## config.mk

```make
export PLATFORM = sky130hd
export DESIGN_NAME = ula_video_out
export DESIGN_NICKNAME = d
export VERILOG_FILES = /design/src/rtl/ula_video_out.sv
export SDC_FILE = /design/constraint.sdc
export NUM_CORES = 1
export LEC_CHECK = 0
export ABC_AREA = 1
export CAP_MARGIN = 0
export CORE_UTILIZATION = 43
export CTS_CLUSTER_SIZE = 30
export DETAILED_ROUTE_END_ITERATION = 6
export PLACE_DENSITY_LB_ADDON = 0.05
export SLEW_MARGIN = 20
export SYNTH_ARGS = -nofsm -noshare
export SYNTH_HDL_FRONTEND = slang
export SYNTH_SLANG_ARGS = --single-unit
```

## constraint.sdc

```tcl
create_clock -name clk_sys -period 1.46 [get_ports clk_sys]
set_input_delay 0.146 -clock clk_sys [delete_from_list [all_inputs] [get_ports clk_sys]]
set_output_delay 0.146 -clock clk_sys [all_outputs]
set_load 0.01 [all_outputs]
```

## src/rtl/ula_video_out.sv

```systemverilog
// ula_video_out: registers Spectrum / ULA+ colour into RGB888 at the pixel rate and
// measures live raster geometry. Define ULA_VOUT_GEOM_EN to build the geometry counters.
module ula_video_out #(
    parameter logic [7:0] LVL_NORM   = 8'hCA,
    parameter logic [7:0] LVL_BRIGHT = 8'hFF,
    parameter int         GEOM_W     = 10
) (
    input  logic              clk_sys,
    input  logic              reset,
    input  logic              ce_7mp,
    input  logic              ce_7mn,
    input  logic              mode512,
    input  logic              I,
    input  logic              R,
    input  logic              G,
    input  logic              B,
    input  logic              ulap_ena,
    input  logic              ulap_mono,
    input  logic [7:0]        ulap_color,
    input  logic              HSync,
    input  logic              VSync,
    input  logic              HBlank,
    input  logic              VBlank,
    output logic              ce_pix_out,
    output logic [7:0]        vid_r,
    output logic [7:0]        vid_g,
    output logic [7:0]        vid_b,
    output logic              vid_de,
    output logic              vid_hs,
    output logic              vid_vs,
    output logic              vid_hb,
    output logic              vid_vb,
    output logic [GEOM_W-1:0] line_len,
    output logic [GEOM_W-1:0] frame_lines,
    output logic              geom_valid,
    output logic              geom_stable
);

    logic       ce_pix;
    logic       blank;
    logic [7:0] lvl;
    logic [2:0] spec_bits;
    logic [7:0] spec_lvl [3];
    logic [2:0] ulap_r;
    logic [2:0] ulap_g;
    logic [1:0] ulap_b;
    logic [7:0] col_r;
    logic [7:0] col_g;
    logic [7:0] col_b;

    logic       ce_pix_out_q, ce_pix_out_d;
    logic [7:0] vid_r_q, vid_r_d;
    logic [7:0] vid_g_q, vid_g_d;
    logic [7:0] vid_b_q, vid_b_d;
    logic [4:0] timing_q, timing_d;

    assign ce_pix    = mode512 ? (ce_7mp | ce_7mn) : ce_7mn;
    assign blank     = HBlank | VBlank;
    assign lvl       = I ? LVL_BRIGHT : LVL_NORM;
    assign spec_bits = {R, G, B};
    assign ulap_g    = ulap_color[7:5];
    assign ulap_r    = ulap_color[4:2];
    assign ulap_b    = ulap_color[1:0];

    // Classic palette: index 2 = red, 1 = green, 0 = blue.
    for (genvar gi = 0; gi < 3; gi++) begin : g_spec_chan
        assign spec_lvl[gi] = spec_bits[gi] ? lvl : 8'h00;
    end

    always_comb begin
        col_r = 8'h00;
        col_g = 8'h00;
        col_b = 8'h00;
        if (blank) begin
            col_r = 8'h00;
        end else if (ulap_ena && ulap_mono) begin
            col_r = ulap_color;
            col_g = ulap_color;
            col_b = ulap_color;
        end else if (ulap_ena) begin
            // Bit replication spreads the 3/2-bit fields over the full 0..FF range.
            col_r = {ulap_r, ulap_r, ulap_r[2:1]};
            col_g = {ulap_g, ulap_g, ulap_g[2:1]};
            col_b = {ulap_b, ulap_b, ulap_b, ulap_b};
        end else begin
            col_r = spec_lvl[2];
            col_g = spec_lvl[1];
            col_b = spec_lvl[0];
        end
    end

    always_comb begin
        ce_pix_out_d = ce_pix;
        vid_r_d      = vid_r_q;
        vid_g_d      = vid_g_q;
        vid_b_d      = vid_b_q;
        timing_d     = timing_q;
        if (ce_pix) begin
            vid_r_d  = col_r;
            vid_g_d  = col_g;
            vid_b_d  = col_b;
            timing_d = {~blank, HSync, VSync, HBlank, VBlank};
        end
    end

    always_ff @(posedge clk_sys) begin
        if (reset) begin
            ce_pix_out_q <= 1'b0;
            vid_r_q      <= 8'h00;
            vid_g_q      <= 8'h00;
            vid_b_q      <= 8'h00;
            timing_q     <= 5'b0;
        end else begin
            ce_pix_out_q <= ce_pix_out_d;
            vid_r_q      <= vid_r_d;
            vid_g_q      <= vid_g_d;
            vid_b_q      <= vid_b_d;
            timing_q     <= timing_d;
        end
    end

    assign ce_pix_out = ce_pix_out_q;
    assign vid_r      = vid_r_q;
    assign vid_g      = vid_g_q;
    assign vid_b      = vid_b_q;
    assign vid_de     = timing_q[4];
    assign vid_hs     = timing_q[3];
    assign vid_vs     = timing_q[2];
    assign vid_hb     = timing_q[1];
    assign vid_vb     = timing_q[0];

`ifdef ULA_VOUT_GEOM_EN
    localparam logic [GEOM_W-1:0] ONE = GEOM_W'(1);

    logic              hs_rise;
    logic              vs_rise;
    logic              hs_prev_q, hs_prev_d;
    logic              vs_prev_q, vs_prev_d;
    logic [GEOM_W-1:0] hacc_q, hacc_d;
    logic [GEOM_W-1:0] vacc_q, vacc_d;
    logic [GEOM_W-1:0] line_len_q, line_len_d;
    logic [GEOM_W-1:0] line_len_ref_q, line_len_ref_d;
    logic [GEOM_W-1:0] frame_lines_q, frame_lines_d;
    logic              vs_seen_q, vs_seen_d;
    logic              geom_valid_q, geom_valid_d;
    logic              geom_stable_q, geom_stable_d;

    assign hs_rise = HSync & ~hs_prev_q;
    assign vs_rise = VSync & ~vs_prev_q;

    always_comb begin
        hs_prev_d      = hs_prev_q;
        vs_prev_d      = vs_prev_q;
        hacc_d         = hacc_q;
        vacc_d         = vacc_q;
        line_len_d     = line_len_q;
        line_len_ref_d = line_len_ref_q;
        frame_lines_d  = frame_lines_q;
        vs_seen_d      = vs_seen_q;
        geom_valid_d   = geom_valid_q;
        geom_stable_d  = geom_stable_q;
        if (ce_7mn) begin
            hs_prev_d = HSync;
            vs_prev_d = VSync;
            if (hs_rise) begin
                line_len_d = hacc_q;
                hacc_d     = ONE;
            end else if (hacc_q != '1) begin
                hacc_d = hacc_q + ONE;
            end
            if (vs_rise) begin
                frame_lines_d  = vacc_q;
                vacc_d         = hs_rise ? ONE : '0;
                vs_seen_d      = 1'b1;
                geom_valid_d   = vs_seen_q;
                // Stable only when this frame repeats the previous frame's line count and length.
                geom_stable_d  = geom_valid_q && (vacc_q == frame_lines_q)
                                 && (line_len_q == line_len_ref_q);
                line_len_ref_d = line_len_q;
            end else if (hs_rise && (vacc_q != '1)) begin
                vacc_d = vacc_q + ONE;
            end
        end
    end

    always_ff @(posedge clk_sys) begin
        if (reset) begin
            hs_prev_q      <= 1'b0;
            vs_prev_q      <= 1'b0;
            hacc_q         <= '0;
            vacc_q         <= '0;
            line_len_q     <= '0;
            line_len_ref_q <= '0;
            frame_lines_q  <= '0;
            vs_seen_q      <= 1'b0;
            geom_valid_q   <= 1'b0;
            geom_stable_q  <= 1'b0;
        end else begin
            hs_prev_q      <= hs_prev_d;
            vs_prev_q      <= vs_prev_d;
            hacc_q         <= hacc_d;
            vacc_q         <= vacc_d;
            line_len_q     <= line_len_d;
            line_len_ref_q <= line_len_ref_d;
            frame_lines_q  <= frame_lines_d;
            vs_seen_q      <= vs_seen_d;
            geom_valid_q   <= geom_valid_d;
            geom_stable_q  <= geom_stable_d;
        end
    end

    assign line_len    = line_len_q;
    assign frame_lines = frame_lines_q;
    assign geom_valid  = geom_valid_q;
    assign geom_stable = geom_stable_q;
`else
    assign line_len    = '0;
    assign frame_lines = '0;
    assign geom_valid  = 1'b0;
    assign geom_stable = 1'b0;
`endif

endmodule

```

---- After elaboration in Yosys (flattened, before gate mapping) ----
Cells that the tools add are included.
word-level totals
  register bits after elaboration ......... 30
  input bits .............................. 23
  output and inout port bits .............. 52
cells by class
  muxes and demuxes ....................... 14
  bitwise operators ....................... 3
  reduce and logical (&&, ||, !) cells .... 1
operators with widths
  operator           number
  2-to-1 mux 8 bit   12
  2-to-1 mux 6 bit   1
  OR 1 bit           2
  logical AND 1 bit  1
  2-to-1 mux 1 bit   1
  NOT 1 bit          1

---- Longest topological paths before layout ----
  depth in word-level cells ............... 5
  gate-level depth with buffers ........... 7

---- Worst setup path after synthesis ----
Ideal clock, no wire load.
  path kind ............................... input port to flip-flop
  start ................................... input port mode512
  end ..................................... register vid_b_q[6] (netlist: vid_b[6])
  library setup time ...................... 0.132 ns
  arrival ................................. 0.669 ns
  data required time ...................... 1.328 ns
  slack ................................... 0.659 ns
  cell stages on the path ................. 7
  path buffers ............................ 1
  cells stage by stage .................... nand2_1 -> nand2_4 -> nand2_4 -> inv_2 -> buf_6 -> nand2_1 -> a21oi_1
between the ends
  word-level cells in the longest chain between the ends .. 1
RTL lines
  element               line  text
  start, declared       12    input logic mode512,
  2-to-1 mux 1 bit      57    assign ce_pix = mode512 ? (ce_7mp | ce_7mn) : ce_7mn;
  end signal, assigned  117   vid_b_q <= vid_b_d;
  end, declared         54    logic [7:0] vid_b_q, vid_b_d;
No other way between the ends.
A chain may end at the register's enable or synchronous reset.

---- Worst setup path in the final report ----
  start ................................... register vid_r_q[2] (netlist: vid_r[2])
  end ..................................... output port vid_r[2]
RTL lines
  element                 line  text
  start, declared         52    logic [7:0] vid_r_q, vid_r_d;
  start signal, assigned  115   vid_r_q <= vid_r_d;
  end, declared           25    output logic [7:0] vid_r,
No word-level cell between the ends.

==> impl_metrics.toml <==
[sta]
fmax_mhz = 729.4
worst_clock_skew_ps = 0
drv_slew = 0
setup_viol = 0
hold_viol_final = 0
rsz0062_at_grt = "false"
layout_min_cycle_time_ps = 1371
post-route-period-util = 0.9390

[global_routing]
grt_remaining_overflow = 0
grt_first_pass_wirelength_mm = 5.195
antenna_found_initial = 0
grt_usage = 0.1899
grt_max_degree = 31
grt_pass1_vias = 1233

[routing]
wl_mm = 3.322
via_per_inst = 4.361
wl_per_cell_um = 10.01
dr.pass1.iters = 4
route.antenna.remaining_nets = 0
drt-initial-drc-count = 44
drc = 0
vias = 1448

[synthesis]
synth_cells = 230
yosys_most_used_dff = "dfxtp_1"
synth.distinct_cells = 14
netlist_area_mm2 = 0.001531
synth.avg_cell_area_um2 = 6.659
yosysWarnings = 0
synth_top_cell_by_area = "dfxtp_1"
synthTopCellsByArea = "dfxtp_1 39%, nand2_1 25%, buf_4 13%"
async_reset_ff_frac = 0
synth-edff-count = 0
ys_ff_latch = 30
ys_seq_area_frac = 0.3922
synth_top_area_share = 0.3922

[setup_path]
cpMaxStageDelayCell = "clkdlybuf4s50_1"
crit_family = "buffers and inverters"
critPathBufInv = 1
arrival_ps = 1230
path_cells = "clkdlybuf4s50_1"
critical-path-max-stage-delay_ps = 550
path_class = "reg -> out"
critPathLaunchType = "register"
crit_path_max_fanout = 2
r2r_slack_ps = 850
worst_ep_required_time_ps = 1310
end_kind = "output pin"

[floorplan]
io_pins = 75
initial_core_util = 0.4554
dieArea_mm2 = 0.003804
die_w_um = 61.68
die_h_um = 61.68
num_rows = 21
core_mm2 = 0.003363

[final_layout]
drive_gt1_frac = 0.06993
finalCoreUtilization = 0.6250
postLayoutCellArea_mm2 = 0.002102
area_growth_syn_to_layout_pct = 37.26
nets = 308
n_antenna_cell = 0

[clock_network]
cts_resized = 0
cts_hold_buf = 0
cts_tree = "yes"
clock_path_buffers = 2
cts_root_buf = "clkbuf_4"
cts_setup_buffers = 0
clk_pin_slew_ps = 90
h-tree-depth = 2
clock_sinks = 30
cts-buffers-inserted = 5
clock_latency_ps = 320

[pwr]
ir_drop_v = 0.0004937
power.total_mw = 1.725
power.leakage_nw = 0.9527
powerDensity_mw_per_mm2 = 820.5

[placement]
numPortBuffers = 52
place_area_mm2 = 0.002042
dp.final_hpwl_mm = 2.595
place_congestion = 0.8500

[job]
max_cap_viol_count = 0

[hold_path]
hp-class = "in -> reg"

[status]
status = "completed"
==> metrics by stage <==
step                      TNS [ps]  hold WS (ps)  setup WS (ps)  cells
final                            0         381.2          88.99    332
after global routing             0         386.8          42.73    332
after CTS                        0         377.5          76.19    332
after detailed placement    -1.233         452.8         -1.233    324
after global placement           0         446.6          2.538    324
after floorplan                  0         293.8          659.1    251
==> state kept, by name, indices dropped and copies added (netlist names) <==
name and cells:
timing_q 5, vid_r 8, ce_pix_out 1, vid_g 8
vid_b 8
==> cell usage in the layout, fill, tap and decap left out <==
cell	netlist	routed
a21oi_1	29	29
buf_12	0	3
buf_4	26	3
clkbuf_1	3	1
clkbuf_4	0	5
clkbuf_8	0	1
clkdlybuf4s50_1	0	52
clkinv_2	0	1
conb_1	1	22
dfxtp_1	30	30
inv_1	13	13
inv_2	2	2
nand2_1	101	101
nand2_2	2	2
nand2_4	2	2
nand3_1	7	7
nor2_1	11	11
nor2_2	1	1
==> cells by family after synthesis <==
kind of cell	share of synthesized area
flip-flops	0.3922
AND/OR/NAND/NOR	0.3243
other	0.002449
AO/OA/AOI/OAI	0.09477
buffers and inverters	0.1863
==> path summary, 6_finish.rpt <==
check / cells after the start / to / from
worst max-delay path: 1 / vid_r[2] / vid_r[2]
worst min-delay path: 3 / timing_q[3] / HSync
worst max register to register: 2 / vid_r[2] / vid_r[2]
worst min register to register: 2 / vid_b[7] / vid_b[7]
==> layer usage <==
metal | global-route usage | wire [µm] | vias to the layer above
met5 | 0 | 0 | -
met4 | 0.09524 | 50 | 0
met3 | 0.03782 | 114 | 5
met2 | 0.3011 | 1571 | 40
met1 | 0.2449 | 1586 | 630
li1 | - | - | 773
==> worst min-delay path, stage by stage <==
cell and delay, ps:
clkdlybuf4s50_1 390, nand2_1 60, a21oi_1 60
==> cell type report <==
type / instances / area, µm²
timing repair buffer: 58 / 603.1
multi-input combinational: 175 / 724.4
tap: 46 / 57.56
fill: 347 / 1261
clock buffer: 7 / 55.05
sequential: 30 / 600.6
clock inverter: 1 / 5.005
inverter: 15 / 56.30
==> power by group <==
| part | internal, mW | switching (mW) |
|---|---|---|
| clock network | 0.233 | 0.262 |
| logic | 0.174 | 0.193 |
| registers | 0.848 | 0.0141 |
==> synth_stat cells, types with 2 or more instances <==
library cell    n
a21oi_1        29
dfxtp_1        30
inv_2           2
clkbuf_1        3
nor2_1         11
nand3_1         7
buf_6           2
buf_4          26
nand2_2         2
nand2_4         2
nand2_1       101
inv_1          13
Power figures use the tool's default switching activity.
